--- config.mk ---
export PLATFORM = sky130hd
export DESIGN_NAME = id_issue_ctrl
export DESIGN_NICKNAME = d
export VERILOG_FILES = /design/src/rtl/id_issue_ctrl_pkg.sv /design/src/rtl/id_skid_buf.sv /design/src/rtl/id_issue_ctrl.sv
export SDC_FILE = /design/constraint.sdc
export NUM_CORES = 1
export LEC_CHECK = 0
export ABC_AREA = 1
export BUFFER_PORTS_ARGS = -buffer_cell sky130_fd_sc_hd__buf_2
export CAP_MARGIN = 20
export CELL_PAD_IN_SITES_DETAIL_PLACEMENT = 1
export CELL_PAD_IN_SITES_GLOBAL_PLACEMENT = 1
export CORE_ASPECT_RATIO = 0.9
export CORE_UTILIZATION = 35
export DETAILED_ROUTE_END_ITERATION = 8
export GPL_TIMING_DRIVEN = 0
export PLACE_DENSITY_LB_ADDON = 0.15
export SYNTH_ARGS = -nofsm -noshare
export SYNTH_HDL_FRONTEND = slang
export SYNTH_SLANG_ARGS = --single-unit
--- constraint.sdc ---
create_clock -name clk -period 2.2 [get_ports clk]
set_input_delay 0.44 -clock clk [delete_from_list [all_inputs] [get_ports clk]]
set_output_delay 0.44 -clock clk [all_outputs]
set_load 0.01 [all_outputs]
--- src/rtl/id_issue_ctrl_pkg.sv ---
// -----------------------------------------------------------------------------
// id_issue_ctrl_pkg
// Shared definitions for the instruction-decode issue controller:
//   - idq_state_e : occupancy encoding of the 2-entry ID skid queue
//   - REG_ZERO    : architectural zero register (never a hazard source)
//   - load_dep    : true when an in-flight load writes a given source register
// -----------------------------------------------------------------------------
package id_issue_ctrl_pkg;

    typedef enum logic [1:0] {
        IDQ_EMPTY = 2'd0,
        IDQ_ONE   = 2'd1,
        IDQ_TWO   = 2'd2
    } idq_state_e;

    localparam logic [4:0] REG_ZERO = 5'd0;

    // A load into r0 never creates a dependency: r0 reads as zero regardless.
    function automatic logic load_dep(input logic [4:0] load_rt, input logic [4:0] src);
        return (load_rt != REG_ZERO) && (load_rt == src);
    endfunction

endpackage

--- src/rtl/id_skid_buf.sv ---
// -----------------------------------------------------------------------------
// id_skid_buf
// Two-entry FIFO holding fetched instruction/PC pairs for the decode stage.
// Entry 0 is always the head; entry 1 only holds data in the TWO state.
//
// Ports
//   clk, rst         clock, synchronous active-high reset
//   push             write in_inst/in_pc this cycle (caller guarantees not full)
//   pop              retire the head this cycle (caller guarantees not empty)
//   flush            drop all contents; wins over push and pop
//   in_inst, in_pc   incoming instruction / PC
//   head_inst/pc     current head entry
//   state            occupancy (idq_state_e encoding)
//   if_ready         queue will accept a push this cycle
// -----------------------------------------------------------------------------
module id_skid_buf
    import id_issue_ctrl_pkg::*;
#(
    parameter int INST_W = 32,
    parameter int ADDR_W = 32
) (
    input  logic              clk,
    input  logic              rst,
    input  logic              push,
    input  logic              pop,
    input  logic              flush,
    input  logic [INST_W-1:0] in_inst,
    input  logic [ADDR_W-1:0] in_pc,
    output logic [INST_W-1:0] head_inst,
    output logic [ADDR_W-1:0] head_pc,
    output logic [1:0]        state,
    output logic              if_ready
);

    idq_state_e state_q, state_d;
    logic       if_ready_q, if_ready_d;

    logic [1:0][INST_W-1:0] inst_q, inst_d;
    logic [1:0][ADDR_W-1:0] pc_q, pc_d;

    // ---- state register ----------------------------------------------------
    // if_ready resets to 1 so it is already high in the first cycle after rst;
    // the output gate below keeps it low while rst is asserted.
    always_ff @(posedge clk) begin
        if (rst) begin
            state_q    <= IDQ_EMPTY;
            if_ready_q <= 1'b1;
        end else begin
            state_q    <= state_d;
            if_ready_q <= if_ready_d;
        end
    end

    // ---- next-state logic --------------------------------------------------
    always_comb begin
        state_d = state_q;
        if (flush) begin
            state_d = IDQ_EMPTY;
        end else begin
            unique case (state_q)
                IDQ_EMPTY: if (push) state_d = IDQ_ONE;
                IDQ_ONE: begin
                    if (push && !pop)      state_d = IDQ_TWO;
                    else if (!push && pop) state_d = IDQ_EMPTY;
                end
                IDQ_TWO:   if (pop) state_d = IDQ_ONE;
                default:   state_d = IDQ_EMPTY;
            endcase
        end
        // Readiness is a pure function of the next occupancy, so a slot freed
        // by a pop is only offered to IF one cycle later.
        if_ready_d = (state_d != IDQ_TWO);
    end

    // ---- storage next values -----------------------------------------------
    // Flush leaves the stale payload in place; it is unobservable because the
    // queue is EMPTY and id_valid is low.
    always_comb begin
        inst_d = inst_q;
        pc_d   = pc_q;
        if (!flush) begin
            unique case (state_q)
                IDQ_EMPTY: begin
                    if (push) begin
                        inst_d[0] = in_inst;
                        pc_d[0]   = in_pc;
                    end
                end
                IDQ_ONE: begin
                    if (push && pop) begin
                        // head leaves, newcomer becomes head directly
                        inst_d[0] = in_inst;
                        pc_d[0]   = in_pc;
                    end else if (push) begin
                        inst_d[1] = in_inst;
                        pc_d[1]   = in_pc;
                    end
                end
                IDQ_TWO: begin
                    if (pop) begin
                        inst_d[0] = inst_q[1];
                        pc_d[0]   = pc_q[1];
                    end
                end
                default: ;
            endcase
        end
    end

    genvar gi;
    generate
        for (gi = 0; gi < 2; gi++) begin : g_entry
            always_ff @(posedge clk) begin
                if (rst) begin
                    inst_q[gi] <= '0;
                    pc_q[gi]   <= '0;
                end else begin
                    inst_q[gi] <= inst_d[gi];
                    pc_q[gi]   <= pc_d[gi];
                end
            end
        end
    endgenerate

    // ---- outputs -----------------------------------------------------------
    always_comb begin
        head_inst = inst_q[0];
        head_pc   = pc_q[0];
        state     = state_q;
        if_ready  = if_ready_q & ~rst;
    end

endmodule

--- src/rtl/id_issue_ctrl.sv ---
// -----------------------------------------------------------------------------
// id_issue_ctrl
// Decode-stage sequencer: buffers fetched instructions in a 2-entry skid queue,
// presents the head to the combinational decoder and issues it to EX. A load in
// EX whose destination matches the head's reg_s/reg_t stalls issue for
// LOAD_USE_BUBBLE extra cycles. flush kills everything queued.
//
// Optional feature: define ID_PERF_CNT_EN to add the stall_cycles counter port
// (cycles with a head present that did not issue; cleared by rst only).
//
// Ports
//   clk, rst                 clock, synchronous active-high reset
//   if_valid/if_inst/if_pc   IF offer
//   if_ready                 queue accepts (registered)
//   id_valid/id_inst/id_pc   head issuable / head contents
//   ex_ready                 EX accepts; issue = id_valid & ex_ready
//   dec_reg_s, dec_reg_t     decoder source registers of the head
//   ex_load_valid/ex_load_rt load currently in EX and its destination
//   flush                    pipeline redirect
//   stall_cycles             (ID_PERF_CNT_EN) stall counter, wraps at 2^32
// -----------------------------------------------------------------------------
module id_issue_ctrl
    import id_issue_ctrl_pkg::*;
#(
    parameter int INST_W          = 32,
    parameter int ADDR_W          = 32,
    parameter int LOAD_USE_BUBBLE = 1
) (
    input  logic              clk,
    input  logic              rst,
    input  logic              if_valid,
    input  logic [INST_W-1:0] if_inst,
    input  logic [ADDR_W-1:0] if_pc,
    output logic              if_ready,
    output logic              id_valid,
    output logic [INST_W-1:0] id_inst,
    output logic [ADDR_W-1:0] id_pc,
    input  logic              ex_ready,
    input  logic [4:0]        dec_reg_s,
    input  logic [4:0]        dec_reg_t,
    input  logic              ex_load_valid,
    input  logic [4:0]        ex_load_rt,
    input  logic              flush
`ifdef ID_PERF_CNT_EN
    ,
    output logic [31:0]       stall_cycles
`endif
);

    localparam logic [1:0] BUBBLE_LOAD = 2'(LOAD_USE_BUBBLE);

    logic       push;
    logic       pop;
    logic       issue;
    logic       haz;
    logic       head_present;
    logic [1:0] q_state;
    logic [1:0] bub_cnt_q, bub_cnt_d;

    id_skid_buf #(
        .INST_W (INST_W),
        .ADDR_W (ADDR_W)
    ) u_skid (
        .clk       (clk),
        .rst       (rst),
        .push      (push),
        .pop       (pop),
        .flush     (flush),
        .in_inst   (if_inst),
        .in_pc     (if_pc),
        .head_inst (id_inst),
        .head_pc   (id_pc),
        .state     (q_state),
        .if_ready  (if_ready)
    );

    // ---- hazard detection and issue gating ---------------------------------
    // Hazard is only sampled while no bubble is pending, so a load still in EX
    // when the bubble runs out is re-checked on the following cycle.
    always_comb begin
        head_present = (q_state != IDQ_EMPTY);
        haz          = ex_load_valid
                     & (load_dep(ex_load_rt, dec_reg_s) | load_dep(ex_load_rt, dec_reg_t))
                     & head_present
                     & (bub_cnt_q == 2'd0);
        id_valid     = head_present & (bub_cnt_q == 2'd0) & ~haz & ~flush;
        issue        = id_valid & ex_ready;
        // id_valid already excludes flush, so a flush cycle never pops.
        pop          = issue;
        // Skid buffer gives flush priority, so a same-cycle IF beat is dropped.
        push         = if_valid & if_ready;
    end

    // ---- bubble counter ----------------------------------------------------
    always_comb begin
        bub_cnt_d = bub_cnt_q;
        if (flush)                  bub_cnt_d = 2'd0;
        else if (haz)               bub_cnt_d = BUBBLE_LOAD;
        else if (bub_cnt_q != 2'd0) bub_cnt_d = bub_cnt_q - 2'd1;
    end

    always_ff @(posedge clk) begin
        if (rst) bub_cnt_q <= 2'd0;
        else     bub_cnt_q <= bub_cnt_d;
    end

`ifdef ID_PERF_CNT_EN
    // ---- stall performance counter -----------------------------------------
    logic [31:0] stall_cnt_q, stall_cnt_d;

    always_comb begin
        stall_cnt_d = stall_cnt_q;
        if (head_present && !issue && !flush) stall_cnt_d = stall_cnt_q + 32'd1;
    end

    always_ff @(posedge clk) begin
        if (rst) stall_cnt_q <= 32'd0;
        else     stall_cnt_q <= stall_cnt_d;
    end

    assign stall_cycles = stall_cnt_q;
`endif

endmodule

==> flow_metrics.py <==
metrics = {
    "grt": {
        "grt.overflow.total": 0,
        "grt_max_degree": 17,
        "grtUsageTotal": 0.192,
        "grt_pass1_vias": 5938,
        "grt_pass1_wl_mm": 29.0,
        "antenna_found_initial": 3,
    },
    "finish": {
        "stdcell_count": 1341,
        "drive_above_1_share": 0.319,
        "finalNetCount": 1167,
        "final_cell_mix": "nor2_1, nand2_1, buf_2, dfxtp_1, inv_1",
        "regArea_um2": 2660,
        "fin_area_um2": 8250,
        "multiInputGateArea_um2": 2790,
        "final_common_cell": "nor2_1",
        "syn2layout_area_growth_pct": 26.0,
        "num-fill-cells": 2422,
        "utilization": 0.450,
    },
    "clock_network": {
        "cts_made_buffers": 17,
        "cts_setup_buffers": 0,
        "ctsHoldBuffers": 0,
        "cts_tree": "yes",
        "cts_sinks": 133,
        "path_clk_slew_ns": 0.06,
        "clock_latency_ns": 0.41,
        "htreeDepth": 4,
        "cts_root_buf": "clkbuf_16",
        "clk_path_buf_depth": 2,
    },
    "logic_synthesis": {
        "synthCells": 912,
        "synth-seq-area-share": 0.406,
        "synth_warnings": 0,
        "ys_types": 23,
        "synth_fp_nets": 998,
        "syn_area_per_cell_um2": 7.18,
        "syn_area_um2": 6550,
        "synth_seq_cells": 133,
    },
    "floorplan": {
        "die_area_um2": 19300,
        "start_util": 0.357,
        "die_w_um": 146,
        "coreArea_um2": 18300,
        "rows": 47,
        "ios": 151,
        "die_h_um": 132,
    },
    "drt": {
        "wl_per_cell_um": 13.2,
        "drt_iter0_drc": 161,
        "met1_length_mm": 8.24,
        "met3_wirelength_um": 782,
        "ant_nets": 0,
        "firstDrtPassIters": 4,
        "wirelength_mm": 17.7,
        "drt-vias-per-instance": 4.35,
        "vias": 5834,
        "dr.max_layer_used": "met5",
        "wl_met2_mm": 8.46,
        "drcViolationCount": 0,
    },
    "place": {
        "pre_cts_slack_ns": 0.0751,
        "post-dp-hpwl_mm": 12.7,
        "numPortBuffers": 150,
        "dp_cells": 1307,
        "gp_congestion": 0.728,
        "placed_area_um2": 7610,
    },
    "worst_setup_path": {
        "path_cells": "nor2_2 -> inv_2 -> nand3_1 -> inv_1 -> nand2_2 -> nand2_1 -> nor3_1 -> buf_2",
        "cp.arrival_ns": 1.60,
        "cp_data_required_time_ns": 1.76,
        "critPathTopFamily": "simple AND/OR/NAND/NOR gates",
        "crit_slowest_cell": "dfxtp_1",
        "path_class": "reg -> out",
        "cp-start-kind": "flop",
        "critical_path.max_stage_delay_ns": 0.35,
        "critPathMaxFanout": 5,
        "worst-path-buf-inv": 3,
        "cp.depth": 8,
        "end_kind": "primary output",
        "reg2reg_depth": 6,
    },
    "timing": {
        "setup_viol": 0,
        "grt_setup_unrepaired": "yes",
        "hold_violations": 0,
        "fin_skew_ns": 0.00494,
        "worst_pin_slew_ns": 0.602,
        "finalSetupTns_ns": 0,
        "max_freq_mhz": 490,
        "fin_crit_sh": 0.928,
        "relSlewSlack": 0.599,
        "holdWs_ns": 0.249,
        "slew_viol_final": 0,
        "setup_ws_ns": 0.159,
        "fin_crit_ns": 2.04,
    },
    "pwr": {
        "finalPower_mw": 6.25,
        "peakVddDrop_mv": 0.516,
        "power.density_nw_per_um2": 758,
        "power.leakage_nw": 4.27,
    },
    "worst_hold_path": {
        "hold_class": "in -> reg",
        "holdPathStages": 2,
    },
    "status": {
        "outcome": "completed",
    },
    "flow_run": {
        "drv_cap": 0,
    },
}
## flip-flops by register name, summed over array words and instances, names as in the netlist
signal,flops
u_skid.if_ready_q,1
u_skid.inst_q,32
u_skid.state,2
bub_cnt_q,2
u_skid.pc_q,32
u_skid.head_pc,32
u_skid.head_inst,32
## timing repair
| action | 4_1_cts | 5_1_grt |
|---|---|---|
| endpoints found under the hold margin | 0 | 0 |
| setup endpoints to repair | 0 | 25 |
| resized for setup | 0 | 11 |
## cell usage after synthesis, drive strengths merged
| master | n | area (um2) |
|---|---|---|
| nor3 | 3 | 15.0 |
| inv | 91 | 342 |
| ha | 1 | 12.5 |
| mux2 | 64 | 721 |
| nor4 | 1 | 6.26 |
| a21oi | 2 | 10.0 |
| nand4 | 2 | 27.5 |
| dfxtp | 133 | 2660 |
| buf | 91 | 679 |
| a211oi | 1 | 7.51 |
| xnor2 | 2 | 17.5 |
| nand2 | 163 | 614 |
| nor2 | 267 | 1000 |
| o21ai | 65 | 325 |
| nand3 | 6 | 30.0 |
| clkbuf | 20 | 75.1 |
## cell families (layout without fill, tap and decap cells)
kind of cell / count (synthesis) / count (layout) / share of synthesized area
compound gates: 68 / 68 / 0.0523
simple gates: 442 / 442 / 0.259
other cells: 0 / 2 / 0
fa+ha+maj: 1 / 1 / 0.00191
buf+inv: 202 / 384 / 0.167
flops: 133 / 133 / 0.406
xor+xnor: 2 / 2 / 0.00267
mux: 64 / 64 / 0.110
## path summary, 6_finish.rpt
check,from,slack (ns),endpoint
setup / recovery,u_skid.state[1],0.16,id_valid
hold / removal,rst,0.25,u_skid.state[0]
setup reg to reg,u_skid.state[0],0.18,u_skid.head_pc[10]
hold reg to reg,u_skid.inst_q[58],0.48,u_skid.inst_q[58]
## cell type report
| class | count | area share |
|---|---|---|
| multi-input cells | 577 | 0.338 |
| flip-flops and latches | 133 | 0.323 |
| plain buffers | 111 | 0.0922 |
| repair buffers | 150 | 0.0910 |
| clock buffers | 19 | 0.0549 |
| inverters | 91 | 0.0414 |
| well taps | 245 | 0.0371 |
| clock inverters | 13 | 0.0218 |
| diodes | 2 | 0.000607 |
## where the power goes
part	total, mW	internal [mW]	switching, mW	leakage, nW
sequential	2.53	2.49	0.0388	1.08
combinational	0.688	0.333	0.355	2.89
clock	3.04	1.95	1.09	0.305
## layer usage
| layer | vias to the layer above | GRT usage |
|---|---|---|
| met5 | - | 0 |
| met4 | 2 | 0.0561 |
| met3 | 19 | 0.0484 |
| met2 | 97 | 0.330 |
| met1 | 2671 | 0.237 |
| li1 | 3045 | - |
Power figures use the tool's default switching activity.
